<file path="src/rtl/cfg_master.sv">
`default_nettype none
// ============================================================================
// cfg_master : 3-byte 8N1 command serializer and 2-byte response receiver
// Rev 1.0
// ============================================================================
module cfg_master #(
  parameter int BAUD_DIV = 543
) (
  input  logic        clk,
  input  logic        rst,
  input  logic [23:0] cmd_data,
  input  logic        snd_frm,
  input  logic        RX_C,
  output logic        TX_C,
  output logic [15:0] resp,
  output logic        rsp_rdy
);

  localparam logic [1:0]  S_IDLE  = 2'd0, S_START = 2'd1, S_DATA = 2'd2, S_STOP = 2'd3;
  localparam logic [1:0]  R_IDLE  = 2'd0, R_START = 2'd1, R_DATA = 2'd2, R_STOP = 2'd3;
  localparam logic [15:0] c_div_m1  = 16'(BAUD_DIV - 1);
  localparam logic [15:0] c_half_m1 = 16'(BAUD_DIV / 2 - 1);

  logic [1:0]  tx_state_q, tx_state_d;
  logic [15:0] tx_cnt_q, tx_cnt_d;
  logic [2:0]  tx_bit_q, tx_bit_d;
  logic [1:0]  tx_byte_q, tx_byte_d;
  logic [23:0] tx_shadow_q, tx_shadow_d;
  logic        tx_line_q, tx_line_d;

  logic        rx_s1_q, rx_s2_q, rx_prev_q;
  logic [1:0]  rx_state_q, rx_state_d;
  logic [15:0] rx_cnt_q, rx_cnt_d;
  logic [2:0]  rx_bit_q, rx_bit_d;
  logic [7:0]  rx_shift_q, rx_shift_d;
  logic        rsp_cnt_q, rsp_cnt_d;
  logic [7:0]  rsp_hold_q, rsp_hold_d;
  logic [15:0] resp_q, resp_d;
  logic        rdy_q, rdy_d;

  logic        w_tx_launch, w_tx_bit_end;
  logic [7:0]  w_tx_cur;
  logic [2:0]  w_tx_bit_nxt;
  logic        w_rx_fall, w_byte_ok, w_frame_err;

  always_ff @(posedge clk) begin
    if (rst) begin
      tx_state_q  <= S_IDLE;
      tx_cnt_q    <= 16'd0;
      tx_bit_q    <= 3'd0;
      tx_byte_q   <= 2'd0;
      tx_shadow_q <= 24'd0;
      tx_line_q   <= 1'b1;
      rx_s1_q     <= 1'b1;
      rx_s2_q     <= 1'b1;
      rx_prev_q   <= 1'b1;
      rx_state_q  <= R_IDLE;
      rx_cnt_q    <= 16'd0;
      rx_bit_q    <= 3'd0;
      rx_shift_q  <= 8'd0;
      rsp_cnt_q   <= 1'b0;
      rsp_hold_q  <= 8'd0;
      resp_q      <= 16'd0;
      rdy_q       <= 1'b0;
    end else begin
      tx_state_q  <= tx_state_d;
      tx_cnt_q    <= tx_cnt_d;
      tx_bit_q    <= tx_bit_d;
      tx_byte_q   <= tx_byte_d;
      tx_shadow_q <= tx_shadow_d;
      tx_line_q   <= tx_line_d;
      rx_s1_q     <= RX_C;
      rx_s2_q     <= rx_s1_q;
      rx_prev_q   <= rx_s2_q;
      rx_state_q  <= rx_state_d;
      rx_cnt_q    <= rx_cnt_d;
      rx_bit_q    <= rx_bit_d;
      rx_shift_q  <= rx_shift_d;
      rsp_cnt_q   <= rsp_cnt_d;
      rsp_hold_q  <= rsp_hold_d;
      resp_q      <= resp_d;
      rdy_q       <= rdy_d;
    end
  end

  // The line value is computed from the next state so TX_C stays registered
  // yet changes on the same edge as the state.
  always_comb begin
    tx_state_d  = tx_state_q;
    tx_cnt_d    = tx_cnt_q + 16'd1;
    tx_bit_d    = tx_bit_q;
    tx_byte_d   = tx_byte_q;
    tx_shadow_d = tx_shadow_q;
    tx_line_d   = tx_line_q;
    case (tx_state_q)
      S_IDLE: begin
        tx_cnt_d = 16'd0;
        if (w_tx_launch) begin
          tx_state_d  = S_START;
          tx_byte_d   = 2'd0;
          tx_shadow_d = cmd_data;
          tx_line_d   = 1'b0;
        end
      end
      S_START: begin
        if (w_tx_bit_end) begin
          tx_state_d = S_DATA;
          tx_cnt_d   = 16'd0;
          tx_bit_d   = 3'd0;
          tx_line_d  = w_tx_cur[0];
        end
      end
      S_DATA: begin
        if (w_tx_bit_end) begin
          tx_cnt_d = 16'd0;
          if (tx_bit_q == 3'd7) begin
            tx_state_d = S_STOP;
            tx_line_d  = 1'b1;
          end else begin
            tx_bit_d  = w_tx_bit_nxt;
            tx_line_d = w_tx_cur[w_tx_bit_nxt];
          end
        end
      end
      default: begin
        if (w_tx_bit_end) begin
          tx_cnt_d = 16'd0;
          if (tx_byte_q == 2'd2) begin
            tx_state_d = S_IDLE;
            tx_line_d  = 1'b1;
          end else begin
            tx_state_d = S_START;
            tx_byte_d  = tx_byte_q + 2'd1;
            tx_line_d  = 1'b0;
          end
        end
      end
    endcase
  end

  always_comb begin
    w_tx_launch  = (tx_state_q == S_IDLE) && snd_frm;
    w_tx_bit_end = (tx_cnt_q == c_div_m1);
    w_tx_bit_nxt = tx_bit_q + 3'd1;
    case (tx_byte_q)
      2'd0:    w_tx_cur = tx_shadow_q[23:16];
      2'd1:    w_tx_cur = tx_shadow_q[15:8];
      default: w_tx_cur = tx_shadow_q[7:0];
    endcase
    TX_C = tx_line_q;
  end

  always_comb begin
    rx_state_d = rx_state_q;
    rx_cnt_d   = rx_cnt_q + 16'd1;
    rx_bit_d   = rx_bit_q;
    rx_shift_d = rx_shift_q;
    case (rx_state_q)
      R_IDLE: begin
        rx_cnt_d = 16'd0;
        if (w_rx_fall) rx_state_d = R_START;
      end
      R_START: begin
        if (rx_cnt_q == c_half_m1) begin
          rx_cnt_d   = 16'd0;
          rx_bit_d   = 3'd0;
          rx_state_d = rx_s2_q ? R_IDLE : R_DATA;
        end
      end
      R_DATA: begin
        if (rx_cnt_q == c_div_m1) begin
          rx_cnt_d   = 16'd0;
          rx_shift_d = {rx_s2_q, rx_shift_q[7:1]};
          rx_bit_d   = rx_bit_q + 3'd1;
          if (rx_bit_q == 3'd7) rx_state_d = R_STOP;
        end
      end
      default: begin
        if (rx_cnt_q == c_div_m1) begin
          rx_cnt_d   = 16'd0;
          rx_state_d = R_IDLE;
        end
      end
    endcase
  end

  always_comb begin
    w_rx_fall   = rx_prev_q && !rx_s2_q;
    w_byte_ok   = (rx_state_q == R_STOP) && (rx_cnt_q == c_div_m1) && rx_s2_q;
    w_frame_err = (rx_state_q == R_STOP) && (rx_cnt_q == c_div_m1) && !rx_s2_q;
    resp        = resp_q;
    rsp_rdy     = rdy_q;
  end

  // Completion wins over a simultaneous launch for delivery; the launch
  // still leaves the byte counter cleared for the next response.
  always_comb begin
    rsp_cnt_d  = rsp_cnt_q;
    rsp_hold_d = rsp_hold_q;
    resp_d     = resp_q;
    rdy_d      = 1'b0;
    if (w_byte_ok) begin
      if (rsp_cnt_q) begin
        resp_d    = {rsp_hold_q, rx_shift_q};
        rdy_d     = 1'b1;
        rsp_cnt_d = 1'b0;
      end else begin
        rsp_hold_d = rx_shift_q;
        rsp_cnt_d  = 1'b1;
      end
    end
    if (w_frame_err || w_tx_launch) rsp_cnt_d = 1'b0;
  end

endmodule
`default_nettype wire

</file>
<file path="config.mk">
export PLATFORM = sky130hd
export DESIGN_NAME = cfg_master
export DESIGN_NICKNAME = d
export VERILOG_FILES = /design/src/rtl/cfg_master.sv
export SDC_FILE = /design/constraint.sdc
export NUM_CORES = 1
export LEC_CHECK = 0
export ABC_CLOCK_PERIOD_IN_PS = 2000
export CORE_ASPECT_RATIO = 1.2
export CORE_MARGIN = 2
export CORE_UTILIZATION = 51
export DETAILED_ROUTE_END_ITERATION = 16
export PLACE_DENSITY = 0.75
export SYNTH_ARGS = -nofsm -noshare
export SYNTH_HDL_FRONTEND = slang
export SYNTH_SLANG_ARGS = --single-unit
export TNS_END_PERCENT = 1
</file>
<file path="constraint.sdc">
create_clock -name clk -period 2 [get_ports clk]
set_input_delay 0.4 -clock clk [delete_from_list [all_inputs] [get_ports clk]]
set_output_delay 0.4 -clock clk [all_outputs]
set_load 0.03 [all_outputs]
</file>
==> impl_results.md <==
- Status: finished, final reports clean
- Post-DRT Antenna Nets: 0
- Die Y: between 100 and 150 um
- Final nets: about 610
- Core Box Area: around 9000 um^2
- CP arrival: ~2200 ps
- Ys async rst share: 0%
- Die Span X: between 90 and 100 um
- Number of max-cap violations: 0
- DRT iter0 DRCs: approximately 190
- Startpoint types: flop
- Crit Path Category: flop to flop
- Largest net degree at the start of global routing: 60
- GRT Total Usage: between 10% and 20%
- Fin worst setup slack: between 30 and 40 ps
- Skew final: between 9 and 10 ps
- Via/cell ratio: roughly 5.3
- Number of global-route vias before repair: 3650
- Placed wire-length estimate: between 6000 and 7000 um
- Global route total overflow: 0
- GPL Wtd Cong: about 0.83
- Post-synthesis sequential area ratio: 46.1%
- Die area: 9810 um^2
- I/O pin total: 46
- CTS Buf Count: 9
- CTS Hold Bufs: 0
- Share of power burned in the clock network: a little under a third
- Clk Tree Root Cell: clkbuf_8
- Fin crit share: 98.1%
- Commonest cells after routing, fill and taps aside: dfxtp_1 (104), nor2_1 (76), nand2_1 (64)
- I/O Buffers: 45
- N_diodes: 0
- Wire per inst: approximately 13 um
- Via Count: around 3700
- Pre-CTS WS: -14.0 ps
- LEAKAGE: 2.14 nW
- Part of the power in registers: between 50% and 60%
- Skew-Pair Late Insertion Delay: approximately 370 ps
- Flops & latches, synth: roughly 110
- Avg Cell Area, Syn: a little under 9 um^2
- CTS tree: yes
- Mapped Nets: 560
- Slew @ Worst Pin: roughly 500 ps
- RSZ-0062 raised after global routing: yes
- DRC Markers: 0
- Slew Viols, Final: 0
- Crit-path max FO: 8
- CTS Sinks: around 110
- Initial antenna violation count: 0
- Max Clk Rate: ~510 MHz
- P_int: approximately 0.0032 W
- Final Util: about three fifths
- CTS clk-pin slew, worst paths: 90 ps
- Hold WC Path Type: flop to flop
- Drt first pass iters: 4
- Std-Cell Rows: 38
- Post-route minimum period: approximately 2000 ps
- Setup Viol. Count Final: 0
- Combinational Power Share: around 18%
- Psw: about 0.0013 W
- P per Cell Area: slightly above 800 nW/um^2
- Max_slew headroom: between 60% and 70%
- Layout area overhead: 19.3%
- Worst VDD drop: about 0.43 mV
- Number of synthesized flops with an enable pin: 0
- Synth Flop Type: dfxtp_1
- WP data required: roughly 2300 ps
- Critical Path End Type: flop
- Syn. warnings: 0
- Share of cells above drive strength 1: 8.95%
- Synth unique cells: 49
- Cells after DPL: 672
- Syn Std Cell Area: approximately 4600 um^2
- Final Hold Fails: 0
- Switch share: 29.2%
- Final std cells w/o fill: 690
- Starting density of the core: 51.8%
- Synthesized instance count: 517
- Post-Route WL: a little over 9000 um
- CTS Buffer Depth: 2
- H-tree depth: 3
- First-pass GRT wire length: 16000 um
- Commonest non-fill, non-tap cell in the layout: dfxtp_1
## routing by layer
layer  part of all wire [%]  GRT usage, %  vias to the layer above
met2                     51          35.1                       60
met3                    3.1          3.34                       13
li1                       -             -                     1850
met4                    1.8          8.46                        0
met1                     44          23.6                     1728
met5                      0             0                        -
## cells in the mapped netlist (6+ instances only)
library cell | count | area (um^2)
nand3_1 | 14 | 70.1
xor2_1 | 18 | 158
clkbuf_1 | 22 | 82.6
nand2_1 | 64 | 240
a21oi_1 | 35 | 175
inv_1 | 11 | 41.3
nor2_1 | 76 | 285
and2_1 | 9 | 56.3
dfxtp_1 | 106 | 2120
nand2b_1 | 9 | 56.3
nand4_1 | 11 | 68.8
mux2i_1 | 40 | 400
o21ai_0 | 9 | 45.0
ha_1 | 15 | 188
a211oi_1 | 6 | 45.0
xnor2_1 | 8 | 70.1
## worst paths after layout
check | startpoint | endpoint | depth (start not counted) | slack, ps
max | rx_cnt_q[5]$_SDFF_PP0_ | rx_shift_q[3]$_SDFFE_PP0P_ | 6 | 40
min | rx_s1_q$_SDFF_PP1_ | rx_s2_q$_SDFF_PP1_ | 1 | 420
max reg2reg | rx_cnt_q[5]$_SDFF_PP0_ | rx_shift_q[3]$_SDFFE_PP0P_ | 6 | 40
min reg2reg | rx_s1_q$_SDFF_PP1_ | rx_s2_q$_SDFF_PP1_ | 1 | 420
## timing repair
item                                    CTS  global route
endpoints found under the setup margin    2            31
endpoints found under the hold margin     0             0
setup buffers                             2             0
pin swaps                                 1             1
resized for setup                         0             4
## per-stage QoR
step | power, W | hold slack [ps] | TNS (ps) | instance area (um^2)
after floorplan | 0.00290 | 389 | 0 | 4610
after global placement | 0.00313 | 396 | 0 | 5250
after detailed placement | 0.00315 | 397 | -14.3 | 5250
after CTS | 0.00451 | 418 | 0 | 5490
after global routing | 0.00472 | 436 | -892 | 5490
final | 0.00448 | 418 | 0 | 5490
## logic make-up (layout without fill, tap and decap cells)
family,after synthesis,in the layout,share of synthesized area [%]
and+or+nand+nor,220,220,23.0
DFF,106,106,46.1
AOI/OAI and AO/OA,70,70,9.24
muxes,41,41,8.94
buffers and inverters,39,92,3.72
xor gates and xnor gates,26,26,4.95
adders and majority gates,15,15,4.08
## power groups by stage
stage                     logic (W)  clock network [W]  registers, W
after floorplan            0.000549                  0       0.00235
after global placement     0.000774                  0       0.00235
after detailed placement   0.000795                  0       0.00236
after CTS                  0.000801            0.00140       0.00231
after global routing       0.000892            0.00150       0.00233
final                      0.000799            0.00137       0.00231
## flip-flops by register name, summed over array words and instances (netlist names), 2 cells and up
| register | count |
|---|---|
| rx_cnt_q | 16 |
| rx_shift_q | 8 |
| resp | 16 |
| tx_shadow_q | 24 |
| tx_state_q | 2 |
| rsp_hold_q | 8 |
| tx_bit_q | 3 |
| tx_cnt_q | 16 |
| rx_state_q | 2 |
| tx_byte_q | 2 |
| rx_bit_q | 3 |
## cell type report
type                       count  area, um^2
clock buffer                   9         124
clock inverter                 7        87.6
fill                         805        3400
inverter                      11        41.3
multi-input combinational    372        2320
sequential                   106        2120
tap                          120         150
timing repair buffer          65         649
## worst max-delay path, cell delays in order (launching register included)
cell	delay, ps
dfxtp_2	330
or4_4	560
nor4_4	350
and2_1	230
buf_12	140
mux2i_1	180
nor2_1	60
No activity file was read; power rests on OpenSTA's default activity.
